$ cat src/rtl/ps2_scancodes_pkg.sv
// PS/2 Set-2 scan-code constants, decoder state encoding and key-slot lookup.
// Shared by the key decoder and any future keyboard-menu logic.
package ps2_scancodes_pkg;

    localparam logic [7:0] PREFIX_EXT = 8'hE0;
    localparam logic [7:0] PREFIX_BRK = 8'hF0;
    localparam logic [7:0] KEY_W      = 8'h1D;
    localparam logic [7:0] KEY_S      = 8'h1B;
    localparam logic [7:0] KEY_UP     = 8'h75;  // extended (E0 prefix)
    localparam logic [7:0] KEY_DN     = 8'h72;  // extended (E0 prefix)
    localparam logic [7:0] KEY_SPACE  = 8'h29;
    localparam logic [7:0] KEY_ESC    = 8'h76;

    typedef enum logic [1:0] {
        ST_IDLE    = 2'd0,
        ST_EXT     = 2'd1,
        ST_BRK     = 2'd2,
        ST_EXT_BRK = 2'd3
    } kbd_state_t;

    localparam int         NUM_SLOTS  = 6;
    localparam logic [2:0] SLOT_W     = 3'd0;
    localparam logic [2:0] SLOT_S     = 3'd1;
    localparam logic [2:0] SLOT_UP    = 3'd2;
    localparam logic [2:0] SLOT_DN    = 3'd3;
    localparam logic [2:0] SLOT_SPACE = 3'd4;
    localparam logic [2:0] SLOT_ESC   = 3'd5;
    localparam logic [2:0] SLOT_NONE  = 3'd7;

    // Arrow codes only count with the E0 prefix; plain keys only without it.
    function automatic logic [2:0] key_slot(input logic [7:0] code, input logic ext);
        logic [2:0] slot;
        slot = SLOT_NONE;
        if (ext) begin
            if (code == KEY_UP)      slot = SLOT_UP;
            else if (code == KEY_DN) slot = SLOT_DN;
        end else begin
            if (code == KEY_W)          slot = SLOT_W;
            else if (code == KEY_S)     slot = SLOT_S;
            else if (code == KEY_SPACE) slot = SLOT_SPACE;
            else if (code == KEY_ESC)   slot = SLOT_ESC;
        end
        return slot;
    endfunction

endpackage

$ cat src/rtl/ps2_key_decoder.sv
// Turns PS/2 Set-2 scan-code bytes into held-key levels for two players and
// typematic-free start/pause pulses, with a timeout on dangling prefixes.
module ps2_key_decoder
    import ps2_scancodes_pkg::*;
#(
    parameter int TIMEOUT_CYC = 100000
) (
    input  logic       CLK,
    input  logic       RST_BTN,
    input  logic [7:0] byte_data,
    input  logic       byte_valid,
    output logic       p1_up,
    output logic       p1_down,
    output logic       p2_up,
    output logic       p2_down,
    output logic       start_pulse,
    output logic       pause_pulse,
    output logic       seq_error
);

    localparam int              CNT_W    = (TIMEOUT_CYC > 1) ? $clog2(TIMEOUT_CYC) : 1;
    localparam logic [CNT_W-1:0] CNT_LAST = CNT_W'(TIMEOUT_CYC - 1);

    kbd_state_t           state_reg, state_next;
    logic [NUM_SLOTS-1:0] held_reg, held_next;
    logic [CNT_W-1:0]     cnt_reg, cnt_next;
    logic                 start_next, pause_next, err_next;
    logic                 in_ext, in_brk;
    logic [2:0]           slot;

    assign in_ext = (state_reg == ST_EXT) || (state_reg == ST_EXT_BRK);
    assign in_brk = (state_reg == ST_BRK) || (state_reg == ST_EXT_BRK);
    assign slot   = key_slot(byte_data, in_ext);

    always_comb begin
        state_next = state_reg;
        held_next  = held_reg;
        cnt_next   = cnt_reg;
        start_next = 1'b0;
        pause_next = 1'b0;
        err_next   = 1'b0;
        // A byte arriving on the expiry cycle takes priority over the timeout.
        if (byte_valid) begin
            cnt_next = '0;
            if (byte_data == PREFIX_EXT) begin
                state_next = ST_EXT;
            end else if (byte_data == PREFIX_BRK) begin
                state_next = in_ext ? ST_EXT_BRK : ST_BRK;
            end else begin
                state_next = ST_IDLE;
                if (slot != SLOT_NONE) begin
                    if (in_brk) begin
                        held_next[slot] = 1'b0;
                    end else begin
                        held_next[slot] = 1'b1;
                        start_next = (slot == SLOT_SPACE) && !held_reg[SLOT_SPACE];
                        pause_next = (slot == SLOT_ESC) && !held_reg[SLOT_ESC];
                    end
                end
            end
        end else if (state_reg != ST_IDLE) begin
            if (cnt_reg == CNT_LAST) begin
                state_next = ST_IDLE;
                cnt_next   = '0;
                err_next   = 1'b1;
            end else begin
                cnt_next = cnt_reg + 1'b1;
            end
        end else begin
            cnt_next = '0;
        end
    end

    always_ff @(posedge CLK or negedge RST_BTN) begin
        if (!RST_BTN) begin
            state_reg   <= ST_IDLE;
            held_reg    <= '0;
            cnt_reg     <= '0;
            p1_up       <= 1'b0;
            p1_down     <= 1'b0;
            p2_up       <= 1'b0;
            p2_down     <= 1'b0;
            start_pulse <= 1'b0;
            pause_pulse <= 1'b0;
            seq_error   <= 1'b0;
        end else begin
            state_reg   <= state_next;
            held_reg    <= held_next;
            cnt_reg     <= cnt_next;
            // Opposing directions held together cancel out.
            p1_up       <= held_next[SLOT_W]  && !held_next[SLOT_S];
            p1_down     <= held_next[SLOT_S]  && !held_next[SLOT_W];
            p2_up       <= held_next[SLOT_UP] && !held_next[SLOT_DN];
            p2_down     <= held_next[SLOT_DN] && !held_next[SLOT_UP];
            start_pulse <= start_next;
            pause_pulse <= pause_next;
            seq_error   <= err_next;
        end
    end

endmodule

$ cat config.mk
export PLATFORM = sky130hd
export DESIGN_NAME = ps2_key_decoder
export DESIGN_NICKNAME = d
export VERILOG_FILES = /design/src/rtl/ps2_scancodes_pkg.sv /design/src/rtl/ps2_key_decoder.sv
export SDC_FILE = /design/constraint.sdc
export NUM_CORES = 1
export LEC_CHECK = 0
export CORE_AREA = 2 2 75 77
export CTS_CLUSTER_SIZE = 10
export DETAILED_ROUTE_END_ITERATION = 8
export DIE_AREA = 0 0 77 79
export PLACE_DENSITY = 0.58
export SYNTH_ARGS = -nofsm -noshare
export SYNTH_HDL_FRONTEND = slang
export SYNTH_SLANG_ARGS = --single-unit
$ cat constraint.sdc
create_clock -name CLK -period 2.07 [get_ports CLK]
set_clock_uncertainty 0.1 [all_clocks]
set_input_delay 0.414 -clock CLK [delete_from_list [all_inputs] [get_ports CLK]]
set_output_delay 0.414 -clock CLK [all_outputs]
set_load 0.01 [all_outputs]
==> reports/metrics.yaml <==
max_slew.worst_pin.slew_ps: 408
min_cycle_time_layout_ps: 2040
synth_area_leader_cell: "sky130_fd_sc_hd__dfrtp_1"
area_of_combinational_cells_with_multiple_inputs_um2: 962
routed_wire_length_per_instance_um: 13.2
post_synth_inst_count: 181
finalCoreUtilization: 0.448
layout.cells.non_filler: 298
violation_count_after_the_first_detailed_routing_iteration: 100
cts_tree: "yes"
worst-endpoint-arrival_ps: 2120
syn-cell-area_um2: 1790
drt-total-wl_um: 3940
placeableCoreArea_um2: 5340
ir_drop_mv: 0.396
avgSynthCellArea_um2: 9.91
num_io_pins: 18
drive_above_1_share: 0.239
die_area_um2: 6080
critPathLaunchType: "input port"
max_slew_violation_total_from_the_final_report: 0
synth_net_count: 193
clock_path_buffers: 2
num_vias: 1521
globalRouteTotalUtil: 0.142
area_delta_synth_final_pct: 33.3
postSynthRegisterBits: 32
largest_reg_flops: 17
ys_warn_count: 0
fp.dieH_um: 79
antenna_violation_net_count_after_detailed_routing: 0
number_of_global_route_vias_before_repair: 1510
dp_hpwl_um: 2820
unrepaired_setup_endpoints_after_global_routing: "yes"
crit_path_max_fanout: 5
cts_root_buf: "sky130_fd_sc_hd__clkbuf_8"
synth-async-reset-ratio: 1.00
synth_enable_flop_cells: 0
seq_area_um2: 801
synth.lib_cells_used.distinct: 46
grt_start_max_net_pins: 33
timing.max_slew.rel_slack: 0.728
finalNetCount: 237
clock_sink_count: 32
fillers: 563
r2r_slack_ps: 130
critPathRequiredTime_ps: 2150
yosysSeqAreaShare: 0.447
worstSkewPairLatency_ps: 280
final-hold-violation-count: 0
fmax_ghz: 0.491
grt_overflow_total: 0
initial_core_util: 0.336
finalWeightedCongestion: 0.871
clkSlewWorstSetupHoldPaths_ps: 70
grt_pass1_wl_um: 6990
worst_hold_path_type: "reg -> reg"
io_buffer_count: 17
antenna-diode-count: 0
timing.final.crit_share: 0.984
fp.dieW_um: 77
design_power_total_mw: 1.41
number_of_maximum_capacitance_violations: 0
synthFlopType: "sky130_fd_sc_hd__dfrtp_1"
placementRows: 27
grt_antenna_before_repair: 0
top_cells_by_area_synth: "sky130_fd_sc_hd__dfrtp_1, sky130_fd_sc_hd__xnor2_1, sky130_fd_sc_hd__nor2_1"
setup.worst_path.class: "in -> reg"
setup_viol: 0
detail_route.first_pass.iterations: 4
cts_max_level: 2
placedInstanceArea_um2: 2190
setup_crit_end_kind: "register"
mean_number_of_vias_per_cell: 5.10
placed_cells_incl_taps: 287
drt_drc_violations_left: 0
yosysTopAreaCellShare: 0.447
fin_area_um2: 2390
cts-buffers-inserted: 5
static-leakage-power_nw: 0.960
status: "finished clean"
powerDensity_nw_per_um2: 592
==> power by group <==
part           internal [mW]  leakage, nW  switching, mW  total, mW
Combinational         0.0607        0.472         0.0530      0.114
Sequential             0.634        0.424        0.00788      0.642
Clock                  0.425       0.0645          0.234      0.658
==> final cells by class <==
cell class	instances	area share
Clock inverter	1	0.0126
Inverter	9	0.0141
Tap cell	72	0.0377
Clock buffer	7	0.0403
Multi-Input combinational cell	133	0.403
Timing Repair Buffer	44	0.158
Sequential cell	32	0.335
==> cell families after synthesis <==
| kind of cell | count (synthesis) | synth area share |
|---|---|---|
| and+or+nand+nor | 89 | 0.291 |
| DFF | 32 | 0.447 |
| AOI/OAI and AO/OA | 25 | 0.121 |
| buffers and inverters | 16 | 0.0433 |
| xor gates and xnor gates | 14 | 0.0684 |
| muxes | 4 | 0.0223 |
| adders and majority gates | 1 | 0.00698 |
==> worst max-delay path, cell delays in order <==
cell and delay [ps]:
sky130_fd_sc_hd__clkdlybuf4s50_1 500, sky130_fd_sc_hd__nand4bb_2 230, sky130_fd_sc_hd__a2111oi_4 70, sky130_fd_sc_hd__buf_4 160, sky130_fd_sc_hd__buf_4 140, sky130_fd_sc_hd__or4_1 520
sky130_fd_sc_hd__o311ai_1 90
==> through the flow <==
step | setup slack [ps] | setup TNS, ps | hold WS [ps]
final | 32.7 | 0 | 359
after global routing | -15.1 | -29.6 | 374
after CTS | 32.4 | 0 | 363
after detailed placement | -393 | -3410 | 351
after global placement | -381 | -3640 | 356
after floorplan | 25.0 | 0 | 18.4
==> cells in the final DEF (no fill, tap or decap), types with 2 or more instances in the layout <==
cell type / synthesis / routed
sky130_fd_sc_hd__and3_1: 3 / 3
sky130_fd_sc_hd__a31o_2: 2 / 2
sky130_fd_sc_hd__xor2_1: 3 / 3
sky130_fd_sc_hd__o21ai_1: 1 / 2
sky130_fd_sc_hd__o31ai_1: 3 / 2
sky130_fd_sc_hd__dfrtp_1: 32 / 32
sky130_fd_sc_hd__clkdlybuf4s50_1: 0 / 11
sky130_fd_sc_hd__a2111o_1: 2 / 2
sky130_fd_sc_hd__o41ai_2: 0 / 2
sky130_fd_sc_hd__nor2_1: 19 / 19
sky130_fd_sc_hd__clkbuf_8: 0 / 7
sky130_fd_sc_hd__nor2b_1: 3 / 3
sky130_fd_sc_hd__a2bb2oi_1: 2 / 2
sky130_fd_sc_hd__nand4_1: 9 / 9
sky130_fd_sc_hd__or2_2: 4 / 3
sky130_fd_sc_hd__mux2i_1: 4 / 4
sky130_fd_sc_hd__nand3b_1: 4 / 4
sky130_fd_sc_hd__nor3_1: 7 / 6
sky130_fd_sc_hd__a21oi_1: 2 / 2
sky130_fd_sc_hd__buf_4: 0 / 25
sky130_fd_sc_hd__nand2b_1: 4 / 4
sky130_fd_sc_hd__dlygate4sd2_1: 0 / 5
sky130_fd_sc_hd__inv_1: 9 / 9
sky130_fd_sc_hd__or4_1: 4 / 3
sky130_fd_sc_hd__nand2_1: 8 / 8
sky130_fd_sc_hd__xnor2_1: 11 / 11
sky130_fd_sc_hd__nor4_1: 7 / 7
sky130_fd_sc_hd__nand3_1: 7 / 7
sky130_fd_sc_hd__buf_6: 2 / 2
sky130_fd_sc_hd__o211ai_1: 2 / 2
==> synthesized netlist by cell type (all sizes together) (4+ instances only) <==
cell,count
nor3,7
mux2i,4
buf,4
or4,4
nand2,8
nand2b,4
inv,9
or2,4
dfrtp,32
nor2,19
nand3b,4
nand4,9
nand3,7
nor4,7
xnor2,11
==> layer usage <==
metal  vias to the layer above  part of all wire  global-route usage
met1                       732              0.47               0.184
met5                         -                 0                   0
met4                         0            0.0053              0.0268
met2                        24              0.49               0.233
met3                         4             0.038              0.0489
li1                        761                 -                   -
==> repair_timing <==
action,CTS,global route
setup endpoints to repair,5,8
pin swaps,6,5
setup buffers,1,2
hold buffers,0,0
cloned,0,0
gates resized for setup,9,9
hold endpoints to repair,0,0
==> path summary, 6_finish.rpt <==
check	end	cells past startpoint	startpoint
max in group asynchronous	cnt_reg[12]$_DFF_PN0_	2	RST_BTN
setup / recovery	p2_up$_DFF_PN0_	7	byte_data[6]
setup reg to reg	cnt_reg[16]$_DFF_PN0_	5	cnt_reg[0]$_DFF_PN0_
hold / removal	start_pulse$_DFF_PN0_	1	register
min in group asynchronous	cnt_reg[10]$_DFF_PN0_	2	RST_BTN
hold reg to reg	start_pulse$_DFF_PN0_	1	register
(Power assumes the default switching activity.)
